**config.mk**
```make
export PLATFORM = sky130hd
export DESIGN_NAME = layer_controller
export DESIGN_NICKNAME = d
export VERILOG_FILES = /design/src/rtl/layer_controller.sv
export SDC_FILE = /design/constraint.sdc
export NUM_CORES = 1
export LEC_CHECK = 0
export CORE_AREA = 5 5 166 168
export DETAILED_ROUTE_END_ITERATION = 16
export DIE_AREA = 0 0 171 173
export DONT_BUFFER_PORTS = 1
export HOLD_SLACK_MARGIN = 0.06
export SETUP_SLACK_MARGIN = 0.1
export SYNTH_ARGS = -nofsm -noshare
export SYNTH_HDL_FRONTEND = slang
export SYNTH_SLANG_ARGS = --single-unit
```
**constraint.sdc**
```tcl
create_clock -name clk -period 11.63 [get_ports clk]
set_clock_uncertainty 0.1 [all_clocks]
set_input_delay 2.9075 -clock clk [delete_from_list [all_inputs] [get_ports clk]]
set_output_delay 2.9075 -clock clk [all_outputs]
set_load 0.01 [all_outputs]
```
**src/rtl/layer_controller.sv**
```systemverilog
// Sequences one fully-connected layer: latch a frame, step bias+input terms into the MAC array, drain, present results.
// Latency: accept edge T -> out_valid at T+N_TERMS+MAC_LAT+1; min frame period N_TERMS+MAC_LAT+2 cycles.
// Backpressure: in_ready only in IDLE; out_ready low in DONE holds out_valid/out_data indefinitely.
module layer_controller #(
    parameter int N_IN    = 4,
    parameter int N_OUT   = 4,
    parameter int DW      = 32,
    parameter int MAC_LAT = 3,
    parameter int IDX_W   = 3
) (
    input  logic                  clk,
    input  logic                  rstn,
    input  logic                  in_valid,
    output logic                  in_ready,
    input  logic [N_IN*DW-1:0]    in_data,
    input  logic                  act_sel_in,
    output logic [IDX_W-1:0]      index,
    output logic [DW-1:0]         x_out,
    output logic                  act_sel,
    output logic                  mac_clr,
    output logic                  mac_en,
    input  logic [N_OUT*DW-1:0]   mac_result,
    output logic                  out_valid,
    input  logic                  out_ready,
    output logic [N_OUT*DW-1:0]   out_data,
    output logic                  busy
);
    localparam int N_TERMS = N_IN + 1;
    localparam int CNT_W   = (MAC_LAT > 1) ? $clog2(MAC_LAT) : 1;
    localparam logic [IDX_W-1:0] LAST_IDX   = IDX_W'(N_TERMS - 1);
    localparam logic [CNT_W-1:0] DRAIN_INIT = CNT_W'(MAC_LAT - 1);

    typedef enum logic [1:0] {
        IDLE  = 2'd0,
        RUN   = 2'd1,
        DRAIN = 2'd2,
        DONE  = 2'd3
    } state_t;

    state_t               state_q;
    state_t               state_nxt;
    logic [CNT_W-1:0]     cnt_q;
    logic [CNT_W-1:0]     cnt_nxt;
    logic [IDX_W-1:0]     index_nxt;
    logic [DW-1:0]        x_nxt;
    logic                 clr_nxt;
    logic                 en_nxt;
    logic                 vld_nxt;
    logic                 accept;
    logic                 capture;
    logic [N_IN*DW-1:0]   in_buf;

    // Ready is decoded from state and suppressed while reset is held.
    assign in_ready = (state_q == IDLE) && !rstn;

    // Next-state and next values of the registered control outputs; x_out is
    // precomputed for the index being entered so both change on the same edge.
    always_comb begin
        state_nxt = state_q;
        cnt_nxt   = cnt_q;
        index_nxt = '0;
        x_nxt     = '0;
        clr_nxt   = 1'b0;
        en_nxt    = 1'b0;
        vld_nxt   = 1'b0;
        accept    = 1'b0;
        capture   = 1'b0;
        case (state_q)
            IDLE: begin
                if (in_valid && in_ready) begin
                    accept    = 1'b1;
                    state_nxt = RUN;
                    en_nxt    = 1'b1;
                    clr_nxt   = 1'b1;
                end
            end
            RUN: begin
                if (index == LAST_IDX) begin
                    state_nxt = DRAIN;
                    cnt_nxt   = DRAIN_INIT;
                end else begin
                    index_nxt = index + 1'b1;
                    en_nxt    = 1'b1;
                    // Term index+1 carries input element index.
                    for (int k = 0; k < N_IN; k++) begin
                        if (index == IDX_W'(k)) begin
                            x_nxt = in_buf[k*DW +: DW];
                        end
                    end
                end
            end
            DRAIN: begin
                if (cnt_q == '0) begin
                    capture   = 1'b1;
                    state_nxt = DONE;
                    vld_nxt   = 1'b1;
                end else begin
                    cnt_nxt = cnt_q - 1'b1;
                end
            end
            DONE: begin
                if (out_ready) begin
                    state_nxt = IDLE;
                end else begin
                    vld_nxt = 1'b1;
                end
            end
            default: begin
                state_nxt = IDLE;
            end
        endcase
    end

    // State and registered control outputs; reset aborts any frame in flight.
    always_ff @(posedge clk) begin
        if (rstn) begin
            state_q   <= IDLE;
            cnt_q     <= '0;
            index     <= '0;
            x_out     <= '0;
            mac_clr   <= 1'b0;
            mac_en    <= 1'b0;
            out_valid <= 1'b0;
            busy      <= 1'b0;
            act_sel   <= 1'b0;
        end else begin
            state_q   <= state_nxt;
            cnt_q     <= cnt_nxt;
            index     <= index_nxt;
            x_out     <= x_nxt;
            mac_clr   <= clr_nxt;
            mac_en    <= en_nxt;
            out_valid <= vld_nxt;
            busy      <= (state_nxt != IDLE);
            if (accept) begin
                act_sel <= act_sel_in;
            end
        end
    end

    // Result register: sampled once on the last drain cycle, then held through DONE.
    always_ff @(posedge clk) begin
        if (rstn) begin
            out_data <= '0;
        end else if (capture) begin
            out_data <= mac_result;
        end
    end

    // Input vector buffer: only read while in RUN, so it needs no reset.
    always_ff @(posedge clk) begin
        if (accept) begin
            in_buf <= in_data;
        end
    end
endmodule

```
==> results_dict.tcl, run 1 <==
set metrics [dict create \
    initial_antenna_violation_count 3 \
    number_of_vias_in_the_routed_layout 6784 \
    status "finished, final reports clean" \
    yosysTopAreaCell "sky130_fd_sc_hd__edfxtp_1" \
    cts_sink_count 300 \
    wire_per_inst_um 22.40 \
    root_buffer "sky130_fd_sc_hd__clkbuf_16" \
    cellPowerDensity_nw_per_um2 183.0 \
    setup-tns-final_ps 0 \
    ys_seq_area_share_pct 68.45 \
    cts_setup_buffers 0 \
    grt_first_pass_wirelength_um 41470 \
    synth_area_per_cell_um2 11.41 \
    hold_class "flip-flop to flip-flop" \
    crit_family "simple AND/OR/NAND/NOR gates" \
    timing.max_cap.violations 0 \
    synthDominantCellAreaShare_pct 36.11 \
    area_delta_synth_final_pct 10.66 \
    setup_viol 0 \
    finalCritPeriodShare_pct 53.95 \
    timing.max_slew.rel_slack_pct 29.76 \
    totalWireLength_um 28310 \
    synth_async_sr_flop_share_pct 0 \
    dr.pass1.iters 7 \
    number_of_buffers_added_by_the_clock_tree_synthesis_step 30 \
    fp-row-count 59 \
    p_leak_nw 3.721 \
    ir_worst_vdd_mv 0.1084 \
    floorplan.core_area_um2 25760 \
    initial_utilization_pct 41.32 \
    timing.critical_path.fanout_max 139 \
    number_of_placed_instances_taps_included 1208 \
    finalWeightedCongestion 0.7912 \
    critical_path.startpoint_type "input port" \
    grt_max_degree 140 \
    critical_path.max_stage_delay_ps 320 \
    hold_viol 0 \
    grt_overflow_total 0 \
    grt_setup_unrepaired "no" \
    worst_margin_pin_slew_ps 1054 \
    max_freq_ghz 0.1594 \
    critical-path-slowest-cell "sky130_fd_sc_hd__nor3_1" \
    first_global_vias 6686 \
    timing.critical_path.arrival_ps 3270 \
    clk_pin_slew_ps 60 \
    finalCriticalPeriod_ps 6275 \
    timing.final.max_slew_violations 0 \
    cts_hold_buffers 0 \
    layout_setup_ws_ps 5355 \
    clock_tree.htree_level_count 1 \
    grt_use_total_pct 17.73 \
    cts_resized 0 \
    pre_cts_ws_ps 5398 \
    netlist_instances 933 \
    synth_warnings 0 \
    clk_latency_ps 550 \
    detailed_place_hpwl_um 19530 \
    drc_errors 0 \
    via_per_inst 5.367 \
    floorplan.die.height_um 173 \
    ys_types 34 \
    yosys_most_used_dff "sky130_fd_sc_hd__dfxtp_1" \
    final_layout_size_suffix_gt1_share_pct 10.24 \
    numPortBuffers 0 \
    worstPathBufferInverterCount 0 \
    syn-num-nets 1200 \
    number_of_flip_flops_and_latches_in_the_synthesized_netlist 300 \
    chipWidth_um 171 \
    die-area_um2 29580 \
    num-nets-final 1172 \
    drtIter0Drc 412 \
    synth-edff-count 128 \
    cts-root-to-sink-buffers 3 \
    route.antenna.remaining_nets 0 \
    num_io_pins 430 \
    post_synth_main_area_contributors "sky130_fd_sc_hd__edfxtp_1 36%, sky130_fd_sc_hd__dfxtp_1 32%, sky130_fd_sc_hd__nand2_1 9.2%" \
    clock_tree_from_tritoncts "done" \
    cp_cell_sequence "nor3_1" \
    syn_area_um2 10650 \
    crit_path_end_kind "output port" \
    worst-setup-path-type "input port to output port" \
    cp_data_required_time_ps 8620 \
    non_filler_instance_count_after_layout 1264 \
]
-- final timing paths --
kind | from | end | slack [ps] | cells after the start
setup / recovery | rstn | in_ready | 5360 | 1
hold / removal | out_data[51] | out_data[51] | 400 | 2
setup reg to reg | state_q[0] | in_buf[56] | 8800 | 3
hold reg to reg | out_data[51] | out_data[51] | 400 | 2
-- registers in the layout, indices dropped and copies added, names as in the netlist --
register   flops
index          3
x_out         32
mac_en         1
out_data     128
mac_clr        1
cnt_q          2
out_valid      1
busy           1
act_sel        1
state_q        2
in_buf       128
-- cell type report --
| type | count | area (µm²) |
|---|---|---|
| antenna | 1 | 2.502 |
| sequential | 300 | 7287 |
| multi-input combinational | 555 | 2955 |
| clock inverter | 12 | 161.4 |
| clock buffer | 43 | 849.6 |
| timing repair buffer | 10 | 75.07 |
| fill | 2372 | 13980 |
| tap | 335 | 419.2 |
| inverter | 8 | 30.03 |
-- metrics by stage --
stage	utilization (%)	area (µm²)	total power, W	hold WS (ps)
5_1_grt	45.72	11780	0.002235	410.4
6_report	45.72	11780	0.002156	401.0
3_3_place_gp	41.79	10770	0.001206	379.7
3_5_place_dp	41.79	10770	0.001207	390.1
4_1_cts	45.71	11780	0.002184	398.4
2_1_floorplan	-	10650	0.001203	380.0
-- metal layers --
metal,vias to the layer above,part of all wire [%],track usage (%)
li1,3199,-,-
met1,3232,37,20.95
met2,305,50,30.40
met3,44,11,6.712
met4,4,2.2,4.424
met5,-,0.074,0
-- where the power goes --
| group | switching (W) | leakage [nW] | internal (W) |
|---|---|---|---|
| clock | 0.000397 | 0.499 | 0.000576 |
| combinational | 0.0000305 | 0.649 | 0.0000151 |
| sequential | 0.0000126 | 2.57 | 0.00113 |
| total | 0.000440 | 3.72 | 0.00172 |
-- worst min-delay path, delay by kind of cell, from the launching register on --
family             cells  cell delay, ps
DFF                    1             340
AOI/OAI and AO/OA      1              50
and+or+nand+nor        1              60
-- layout by cell type, fill, tap and decap left out, types with 8 or more instances in the layout --
cell type and instances:
sky130_fd_sc_hd__a21oi_1 162, sky130_fd_sc_hd__clkbuf_1 8, sky130_fd_sc_hd__o22ai_1 31, sky130_fd_sc_hd__buf_4 10
sky130_fd_sc_hd__inv_1 8, sky130_fd_sc_hd__nand3b_1 33, sky130_fd_sc_hd__edfxtp_1 128, sky130_fd_sc_hd__dfxtp_1 172
sky130_fd_sc_hd__a211oi_2 30, sky130_fd_sc_hd__clkbuf_16 30, sky130_fd_sc_hd__nand2_1 261
-- cell usage after synthesis, types with 2 or more instances --
cell                         n
sky130_fd_sc_hd__nand2b_1    3
sky130_fd_sc_hd__nor3_1      2
sky130_fd_sc_hd__nand2_1   261
sky130_fd_sc_hd__a211oi_1    2
sky130_fd_sc_hd__nor3b_1     2
sky130_fd_sc_hd__clkbuf_1   28
sky130_fd_sc_hd__nor4b_1     2
sky130_fd_sc_hd__dfxtp_1   172
sky130_fd_sc_hd__nor2b_1     2
sky130_fd_sc_hd__buf_4       7
sky130_fd_sc_hd__nor2_1      3
sky130_fd_sc_hd__ha_1        6
sky130_fd_sc_hd__edfxtp_1  128
sky130_fd_sc_hd__o22ai_1    31
sky130_fd_sc_hd__buf_6      10
sky130_fd_sc_hd__buf_2      25
sky130_fd_sc_hd__nand3b_1   33
sky130_fd_sc_hd__a211oi_2   30
sky130_fd_sc_hd__o21ai_0     3
sky130_fd_sc_hd__a21oi_1   162
sky130_fd_sc_hd__inv_1       8
-- logic make-up (layout without fill, tap and decap cells) --
family | count (synthesis) | in the layout | synth area share (%)
compound gates | 232 | 232 | 13.59
flops | 300 | 300 | 68.45
buf+inv | 78 | 73 | 3.996
simple gates | 315 | 315 | 12.95
other cells | 0 | 1 | 0
fa+ha+maj | 6 | 6 | 0.7052
mux | 2 | 2 | 0.3056
Power figures use the tool's default switching activity.
==> run 2, diff against run 1 <==
==> constraint.sdc (replaced) <==
create_clock -name clk -period 5.6 [get_ports clk]
set_clock_uncertainty 0.1 [all_clocks]
set_input_delay 1.4 -clock clk [delete_from_list [all_inputs] [get_ports clk]]
set_output_delay 1.4 -clock clk [all_outputs]
set_load 0.01 [all_outputs]
==> run 2 against run 1 <==
Compared with the run above:
- die area stayed put
- sequential share of layout area is 0.30 points lower
- non-clock buffer count is 1 lower
- worst hold slack worse by 3.3 ps
- power is 110% higher
- utilization is 0.22 points higher
- first-iteration DRC count is 25% higher
- clock-buffer cell count stayed put
- critical path type unchanged
- critical endpoint unchanged
- highest routed layer unchanged
==> results_dict.tcl, run 2 (synthesized netlist as in run 1, its figures left out) <==
set metrics [dict create \
    status "finished, final reports clean" \
    fp-row-count 59 \
    finalCritPeriodShare_pct 57.59 \
    floorplan.die.height_um 173 \
    grt_busiest_layer "met2" \
    area_delta_synth_final_pct 11.20 \
    cp_data_required_time_ps 4100 \
    critical_path.max_stage_delay_ps 310 \
    timing.hold.worst_path_depth 2 \
    finish.instance_area_um2 11840 \
    dr.pass1.iters 4 \
    grt_first_pass_wirelength_um 42190 \
    wire_per_inst_um 22.69 \
    numPortBuffers 0 \
    worst-setup-path-type "input port to output port" \
    root_buffer "sky130_fd_sc_hd__clkbuf_16" \
    worstSetupPathDepth 1 \
    chipWidth_um 171 \
    grt_setup_unrepaired "no" \
    grt_util_met3_pct 7.306 \
    pre_cts_ws_ps 2321 \
    hold_viol 0 \
    r2r_setup_slack_ps 3090 \
    timing.max_cap.violations 0 \
    hold-path-endpoint "out_data[94]" \
    grt_use_met2_pct 31.35 \
    first_global_vias 6735 \
    route.antenna.remaining_nets 0 \
    p_leak_nw 3.739 \
    drc_errors 0 \
    finalCriticalPeriod_ps 3225 \
    number_of_placed_instances_taps_included 1207 \
    non_filler_instance_count_after_layout 1265 \
    layout_setup_ws_ps 2375 \
    number_of_buffers_added_by_the_clock_tree_synthesis_step 31 \
    cts_sink_count 300 \
    hold_class "flip-flop to flip-flop" \
    timing.critical_path.arrival_ps 1720 \
    initial_antenna_violation_count 4 \
    cellPowerDensity_nw_per_um2 381.3 \
    clk_latency_ps 550 \
    number_of_vias_in_the_routed_layout 6850 \
    die-area_um2 29580 \
    worst_margin_pin_slew_ps 1171 \
    worst_setup_path_startpoint "rstn" \
    num-nets-final 1172 \
    grt_use_total_pct 18.07 \
    setup_viol 0 \
    detailed_place_hpwl_um 19930 \
    grt_max_degree 140 \
    setup-tns-final_ps 0 \
    grt_overflow_total 0 \
    cts_setup_buffers 0 \
    timing.rr.end "in_buf[19]" \
    mostFrequentLayoutCell "sky130_fd_sc_hd__nand2_1" \
    cts_hold_buffers 0 \
    hold_path.startpoint "out_data[94]" \
    finalWeightedCongestion 0.8458 \
    via_per_inst 5.415 \
    global_route.usage.met1_pct 20.99 \
    critical_path.startpoint_type "input port" \
    critical-path-slowest-cell "sky130_fd_sc_hd__nor3_1" \
    timing.max_slew.rel_slack_pct 21.62 \
    totalWireLength_um 28700 \
    post_detailed_placement_cell_area_um2 10800 \
    post-route-util_pct 45.95 \
    num_io_pins 430 \
    crit_family "simple AND/OR/NAND/NOR gates" \
    clock_tree.htree_level_count 1 \
    crit_path_end_kind "output port" \
    initial_utilization_pct 41.32 \
    timing.final.max_slew_violations 0 \
    timing.rr.start "state_q[0]" \
    r2r.worst_path.cells 2 \
    worstPathBufferInverterCount 0 \
    final_layout_size_suffix_gt1_share_pct 10.33 \
    ir_worst_vdd_mv 0.3057 \
    cp_cell_sequence "nor3_1" \
    floorplan.core_area_um2 25760 \
    timing.critical_path.fanout_max 139 \
    max_freq_ghz 0.3101 \
    clock_tree_from_tritoncts "done" \
    cts_resized 0 \
    n_fill_cell 2391 \
    clk_pin_slew_ps 60 \
    cts-root-to-sink-buffers 3 \
    drtIter0Drc 517 \
    largestRegisters "in_buf x128, out_data x128, x_out x32" \
    layout_common_cells "261 x sky130_fd_sc_hd__nand2_1, 172 x sky130_fd_sc_hd__dfxtp_1, 162 x sky130_fd_sc_hd__a21oi_1" \
]
==> run 2: changes by cell type in the layout (fill, tap and decap cells not counted), sizes merged <==
| cell | change |
|---|---|
| inv | +1 |
| buf | -1 |
| clkinv | -1 |
| clkinvlp | +2 |
==> run 2: how the worst max path moves through the flow <==
stage | endpoint | slack, ps
after floorplan | in_buf[0] | -500
after global placement | in_buf[19] | 2330
after detailed placement | in_buf[87] | 2320
after CTS | in_ready | 2380
after global routing | in_ready | 2350
final | in_ready | 2380
==> run 2: routing by layer <==
layer | vias up | routed length (µm) | share of wire (%)
met5 | - | 46 | 0.16
met4 | 6 | 435 | 1.5
met3 | 37 | 3305 | 12
met2 | 329 | 14450 | 50
met1 | 3276 | 10460 | 36
li1 | 3202 | - | -
==> run 2: cell type report <==
class,count,area [µm²],share of cell area (%)
Inverter,8,30.03,0.2537
Multi-Input combinational cell,555,2955,24.97
Timing Repair Buffer,9,105.1,0.8879
Antenna cell,1,2.502,0.02114
Clock buffer,43,870.8,7.357
Sequential cell,300,7287,61.56
Clock inverter,14,167.7,1.416
Tap cell,335,419.2,3.541
==> run 2: stage by stage <==
step	total power (W)	hold slack [ps]
global route	0.004679	412.2
finish	0.004514	397.6
detailed placement	0.002509	391.4
CTS	0.004565	400.0
floorplan	0.002495	380.0
global placement	0.002506	380.1
==> run 2: worst register-to-register path: cells and delay by family (launching register included) <==
| kind | cells | cell delay [ps] |
|---|---|---|
| flops | 1 | 500 |
| simple gates | 1 | 1100 |
| buf+inv | 1 | 410 |
==> run 2: power breakdown <==
part	leakage, nW	internal (W)	switching [W]
clock	0.508	0.00123	0.000828
combinational	0.658	0.0000334	0.0000632
sequential	2.57	0.00234	0.0000264
